--- src/rtl/prog_loader_pkg.sv ---
// prog_loader_pkg: shared loader state encoding and stream framing constants
package prog_loader_pkg;
    typedef enum logic [2:0] {
        IDLE,
        LEN_LO,
        LEN_HI,
        DATA,
        CHECK,
        DONE,
        ERR
    } loader_state_t;
    localparam int LEN_BYTES      = 2;
    localparam int BYTES_PER_WORD = 4;
endpackage

--- src/rtl/prog_loader_word_assembler.sv ---
// loader_word_assembler: packs little-endian bytes into words and pulses word_valid once per word
module loader_word_assembler
    import prog_loader_pkg::*;
#(
    parameter int WIDTH = 32
) (
    input  logic             clk,
    input  logic             rst,
    input  logic             clear,
    input  logic             byte_valid,
    input  logic [7:0]       byte_data,
    output logic [WIDTH-1:0] word,
    output logic             word_valid
);
    logic [1:0]       k_q;
    logic [WIDTH-1:0] word_q;
    logic             valid_q;
    // byte k lands in bits [8k+7:8k]; the pulse follows the last byte so the word is complete and stable
    always_ff @(posedge clk or posedge rst) begin
        if (rst) begin
            k_q     <= '0;
            word_q  <= '0;
            valid_q <= 1'b0;
        end else if (clear) begin
            k_q     <= '0;
            word_q  <= '0;
            valid_q <= 1'b0;
        end else begin
            valid_q <= byte_valid && (k_q == 2'(BYTES_PER_WORD - 1));
            if (byte_valid) begin
                word_q[8*k_q +: 8] <= byte_data;
                k_q                <= k_q + 2'd1;
            end
        end
    end
    assign word       = word_q;
    assign word_valid = valid_q;
endmodule

--- src/rtl/prog_loader.sv ---
// prog_loader: serial boot loader writing a length-framed, XOR-checked program into instruction memory
module prog_loader
    import prog_loader_pkg::*;
#(
    parameter int WIDTH    = 32,
    parameter int ROM_SIZE = 10,
    parameter int TIMEOUT  = 100000
) (
    input  logic                clk,
    input  logic                rst,
    input  logic                start,
    input  logic                byte_valid,
    input  logic [7:0]          byte_data,
    output logic                imem_we,
    output logic [ROM_SIZE-1:0] imem_addr,
    output logic [WIDTH-1:0]    imem_wdata,
    output logic                cpu_hold,
    output logic                done,
    output logic                error
);
    localparam int              IW    = $clog2(TIMEOUT + 1);
    localparam logic [IW-1:0]   TMO   = IW'(TIMEOUT);
    localparam logic [16:0]     MAX_N = 17'(1) << ROM_SIZE;

    loader_state_t       state_q, state_d;
    logic [15:0]         len_q;
    logic [17:0]         byte_cnt_q;
    logic [7:0]          csum_q;
    logic [IW-1:0]       idle_q;
    logic [ROM_SIZE-1:0] addr_q;
    logic                active, acc, last_byte;
    logic [15:0]         n;

    assign active    = state_q inside {LEN_LO, LEN_HI, DATA, CHECK};
    assign acc       = byte_valid && active && !start;
    assign n         = {byte_data, len_q[7:0]};
    assign last_byte = byte_cnt_q == {len_q - 16'd1, 2'b11};

    loader_word_assembler #(.WIDTH(WIDTH)) u_asm (
        .clk        (clk),
        .rst        (rst),
        .clear      (start),
        .byte_valid (acc && state_q == DATA),
        .byte_data  (byte_data),
        .word       (imem_wdata),
        .word_valid (imem_we)
    );

    // state register
    always_ff @(posedge clk or posedge rst) begin
        if (rst) state_q <= IDLE;
        else     state_q <= state_d;
    end

    // next state: start beats everything, an accepted byte beats the idle timeout
    always_comb begin
        state_d = state_q;
        if (start) state_d = LEN_LO;
        else if (acc) begin
            case (state_q)
                LEN_LO:  state_d = LEN_HI;
                LEN_HI:  state_d = (n == 16'd0) ? CHECK : ({1'b0, n} > MAX_N) ? ERR : DATA;
                DATA:    state_d = last_byte ? CHECK : DATA;
                CHECK:   state_d = (byte_data == csum_q) ? DONE : ERR;
                default: state_d = state_q;
            endcase
        end else if (active && idle_q == TMO) state_d = ERR;
    end

    // outputs decoded from state so reset clears them immediately
    always_comb begin
        cpu_hold = active || state_q == ERR;
        done     = state_q == DONE;
        error    = state_q == ERR;
    end

    // length, byte count, checksum, idle counter and write address
    always_ff @(posedge clk or posedge rst) begin
        if (rst) begin
            len_q      <= '0;
            byte_cnt_q <= '0;
            csum_q     <= '0;
            idle_q     <= '0;
            addr_q     <= '0;
        end else if (start) begin
            len_q      <= '0;
            byte_cnt_q <= '0;
            csum_q     <= '0;
            idle_q     <= '0;
            addr_q     <= '0;
        end else begin
            if (acc || !active) idle_q <= '0;
            else if (idle_q != TMO) idle_q <= idle_q + 1'b1;
            if (acc && state_q == LEN_LO) len_q[7:0] <= byte_data;
            if (acc && state_q == LEN_HI) len_q[15:8] <= byte_data;
            if (acc && state_q == DATA) begin
                byte_cnt_q <= byte_cnt_q + 18'd1;
                csum_q     <= csum_q ^ byte_data;
            end
            if (imem_we && addr_q != '1) addr_q <= addr_q + 1'b1;
        end
    end
    assign imem_addr = addr_q;
endmodule

--- config.mk ---
export PLATFORM = sky130hd
export DESIGN_NAME = prog_loader
export DESIGN_NICKNAME = d
export VERILOG_FILES = /design/src/rtl/prog_loader_pkg.sv /design/src/rtl/prog_loader_word_assembler.sv /design/src/rtl/prog_loader.sv
export SDC_FILE = /design/constraint.sdc
export NUM_CORES = 1
export LEC_CHECK = 0
export CAP_MARGIN = 10
export CORE_UTILIZATION = 30
export DETAILED_ROUTE_END_ITERATION = 16
export DONT_BUFFER_PORTS = 1
export GPL_TIMING_DRIVEN = 1
export PLACE_DENSITY = 0.51
export REMOVE_ABC_BUFFERS = 1
export SLEW_MARGIN = 20
export SYNTH_ARGS = -nofsm -noshare
export SYNTH_HDL_FRONTEND = slang
export SYNTH_SLANG_ARGS = --single-unit
--- constraint.sdc ---
create_clock -name clk -period 3.31 [get_ports clk]
set_clock_uncertainty 0.05 [all_clocks]
set_input_delay 0.662 -clock clk [delete_from_list [all_inputs] [get_ports clk]]
set_output_delay 0.662 -clock clk [all_outputs]
set_load 0.005 [all_outputs]
==> results.sh <==
export IMPL_status="finished, violations left"
export IMPL_failed_checks="design-rule violations"
export IMPL_setup_viol=0
export IMPL_dp_hpwl_um=9347
export IMPL_portBuffers=0
export IMPL_cts_resized=0
export IMPL_drv_cap=0
export IMPL_drt_iter0_drc=210
export IMPL_crit_arrival_ns=2.99
export IMPL_ir_drop_mv=0.2507
export IMPL_vias_per_cell=4.962
export IMPL_clk_latency_ns=0.36
export IMPL_rsz0062_at_grt="no"
export IMPL_cts_clk_slew_worst_paths_ns=0.08
export IMPL_period_minus_slack_ns=2.793
export IMPL_power_density_nw_per_um2=465.1
export IMPL_hold_violations=0
export IMPL_yosysTopAreaCell="dfrtp_1"
export IMPL_ios=58
export IMPL_rows=49
export IMPL_ys_seq_elements=107
export IMPL_grt_pass1_wl_um=22310
export IMPL_vias=4079
export IMPL_postCtsSetupRepairBufs=0
export IMPL_clock_fmax_mhz=358.1
export IMPL_yosys_top_cells_area="dfrtp_1 (48%), xor2_1 (7.9%), nor2_1 (6.9%)"
export IMPL_fin_nets=609
export IMPL_drc_errors=1
export IMPL_fp_dieW_um=138.9
export IMPL_cts_buffers=9
export IMPL_slew_headroom=0.3561
export IMPL_drtPass1Iterations=10
export IMPL_synth_commonest_cells="dfrtp_1 (107), nor2_1 (103), nand2_1 (71), xor2_1 (51), xnor2_1 (32)"
export IMPL_routedWlPerCell_um=16.50
export IMPL_routed_wl_um=13560
export IMPL_crit_fanout=15
export IMPL_power_leakage_nw=2.585
export IMPL_track_usage=0.1483
export IMPL_grt_max_degree=66
export IMPL_cp_required_ns=3.51
export IMPL_cp_start_kind="register"
export IMPL_antenna_found_initial=0
export IMPL_post_place_cells=806
export IMPL_cp_end_kind="register"
export IMPL_r2r_cells=8
export IMPL_synth_cell_area_um2=5619
export IMPL_grt_pass1_vias=4081
export IMPL_layout_cells_non_filler=822
export IMPL_synth_edf_count=0
export IMPL_ant_nets=0
export IMPL_drv_slew=0
export IMPL_cts_buffer_depth=2
export IMPL_synth_main_ff_cell="dfrtp_1"
export IMPL_post_route_period_util=0.8438
export IMPL_core_um2=18150
export IMPL_gr_total_overflow=0
export IMPL_numClockSinks=107
export IMPL_max_slew_worst_pin_slew_ns=0.9658
export IMPL_fp_dieH_um=138.9
export IMPL_path_class="register to register"
export IMPL_gp_congestion=0.7995
export IMPL_hold_buffers=0
export IMPL_drive_above_1_share=0.05228
export IMPL_yosysSeqAreaShare=0.4765
export IMPL_antenna_cells=0
export IMPL_dieArea_um2=19280
export IMPL_start_util=0.3096
export IMPL_postSynthCellCount=605
export IMPL_yosysUniqueCellTypes=49
export IMPL_cts_max_level=3
export IMPL_synth_async_reset_ratio=1.000
export IMPL_synth_warnings=0
export IMPL_min_path_type="input port to asynchronous set/reset pin"
export IMPL_yosysMostFrequentCell="dfrtp_1"
export IMPL_cts_root_buf="clkbuf_16"
export IMPL_holdWs_ns=0.2927
export IMPL_synthToLayoutAreaGrowth_pct=9.530
export IMPL_postSynthAreaPerCell_um2=9.288
export IMPL_cts_tree="yes"
export IMPL_yosysTopAreaCellShare=0.4765
==> kinds of logic after synthesis <==
family,count (synthesis),share of synthesized area
AOI/OAI and AO/OA,72,0.08083
xor gates and xnor gates,83,0.1294
adders and majority gates,9,0.02004
buffers and inverters,48,0.03563
DFF,107,0.4765
muxes,18,0.03206
and+or+nand+nor,268,0.2256
==> power breakdown <==
part / switching, mW / total (mW) / internal, mW
Sequential: 0.0447 / 1.38 / 1.33
Clock: 0.525 / 1.20 / 0.678
Combinational: 0.168 / 0.279 / 0.111
Total: 0.738 / 2.86 / 2.12
==> per-stage QoR <==
stage	area, µm²	util	total power [mW]	setup TNS [ns]	worst slack (ns)
after CTS	6155	0.3391	2.914	0	0.5294
final	6155	0.3391	2.862	0	0.5171
after floorplan	5468	-	1.612	-23.46	-0.2192
after global placement	5822	0.3208	1.680	0	0.6247
after global routing	6155	0.3391	3.004	0	0.3465
after detailed placement	5822	0.3208	1.687	0	0.5492
==> cells in the final DEF (no fill, tap or decap), drive strengths merged, types with 3 or more instances in the layout <==
master	n
dfrtp	107
nor2	103
nand2	72
xor2	51
xnor2	32
o21ai	28
nand3	22
mux2i	18
a21oi	18
nand4	17
inv	16
nor3	14
a22o	13
nor4	12
ha	9
clkbuf	9
buf	7
and2	5
or4	5
or3	4
and3	3
==> routing by layer <==
layer  GRT usage  vias to the layer above  routed length, µm
met5           0                        -                  0
met4     0.04094                        0                153
met3     0.03971                        8                532
met2      0.2371                       67               6466
met1      0.1971                     1994               6409
li1            -                     2010                  -
==> final timing paths <==
path	startpoint	slack [ns]	endpoint
hold reg to reg	u_asm.word[9]	0.47	u_asm.word[9]
hold / removal	rst	0.29	imem_addr[3]
min in group clk	start	0.31	len_q[15]
max in group asynchronous	rst	2.21	len_q[12]
setup / recovery	len_q[0]	0.52	state_q[2]
setup reg to reg	len_q[0]	0.52	state_q[2]
==> cell type report <==
type | instances | area [µm²]
fill | 1879 | 11990
multi-input combinational | 450 | 2741
sequential | 107 | 2678
tap | 229 | 286.5
clock buffer | 9 | 225.2
clock inverter | 7 | 107.6
timing repair buffer | 7 | 65.06
inverter | 13 | 51.30
==> worst max-delay path, stage by stage, from the launching register on <==
cell and delay, ns:
dfrtp_1 0.46, inv_1 0.11, ha_1 0.52, or4b_1 0.48
nor3_1 0.28, xnor2_1 0.16, a21oi_1 0.11, a211o_1 0.29
o221a_1 0.23
==> state kept, by name, summed over array words and instances (netlist names) <==
| register | count |
|---|---|
| imem_addr | 10 |
| u_asm.k_q | 2 |
| len_q | 16 |
| u_asm.word | 32 |
| idle_q | 17 |
| byte_cnt_q | 18 |
| csum_q | 8 |
| u_asm.word_valid | 1 |
| state_q | 3 |
(Power assumes the default switching activity.)
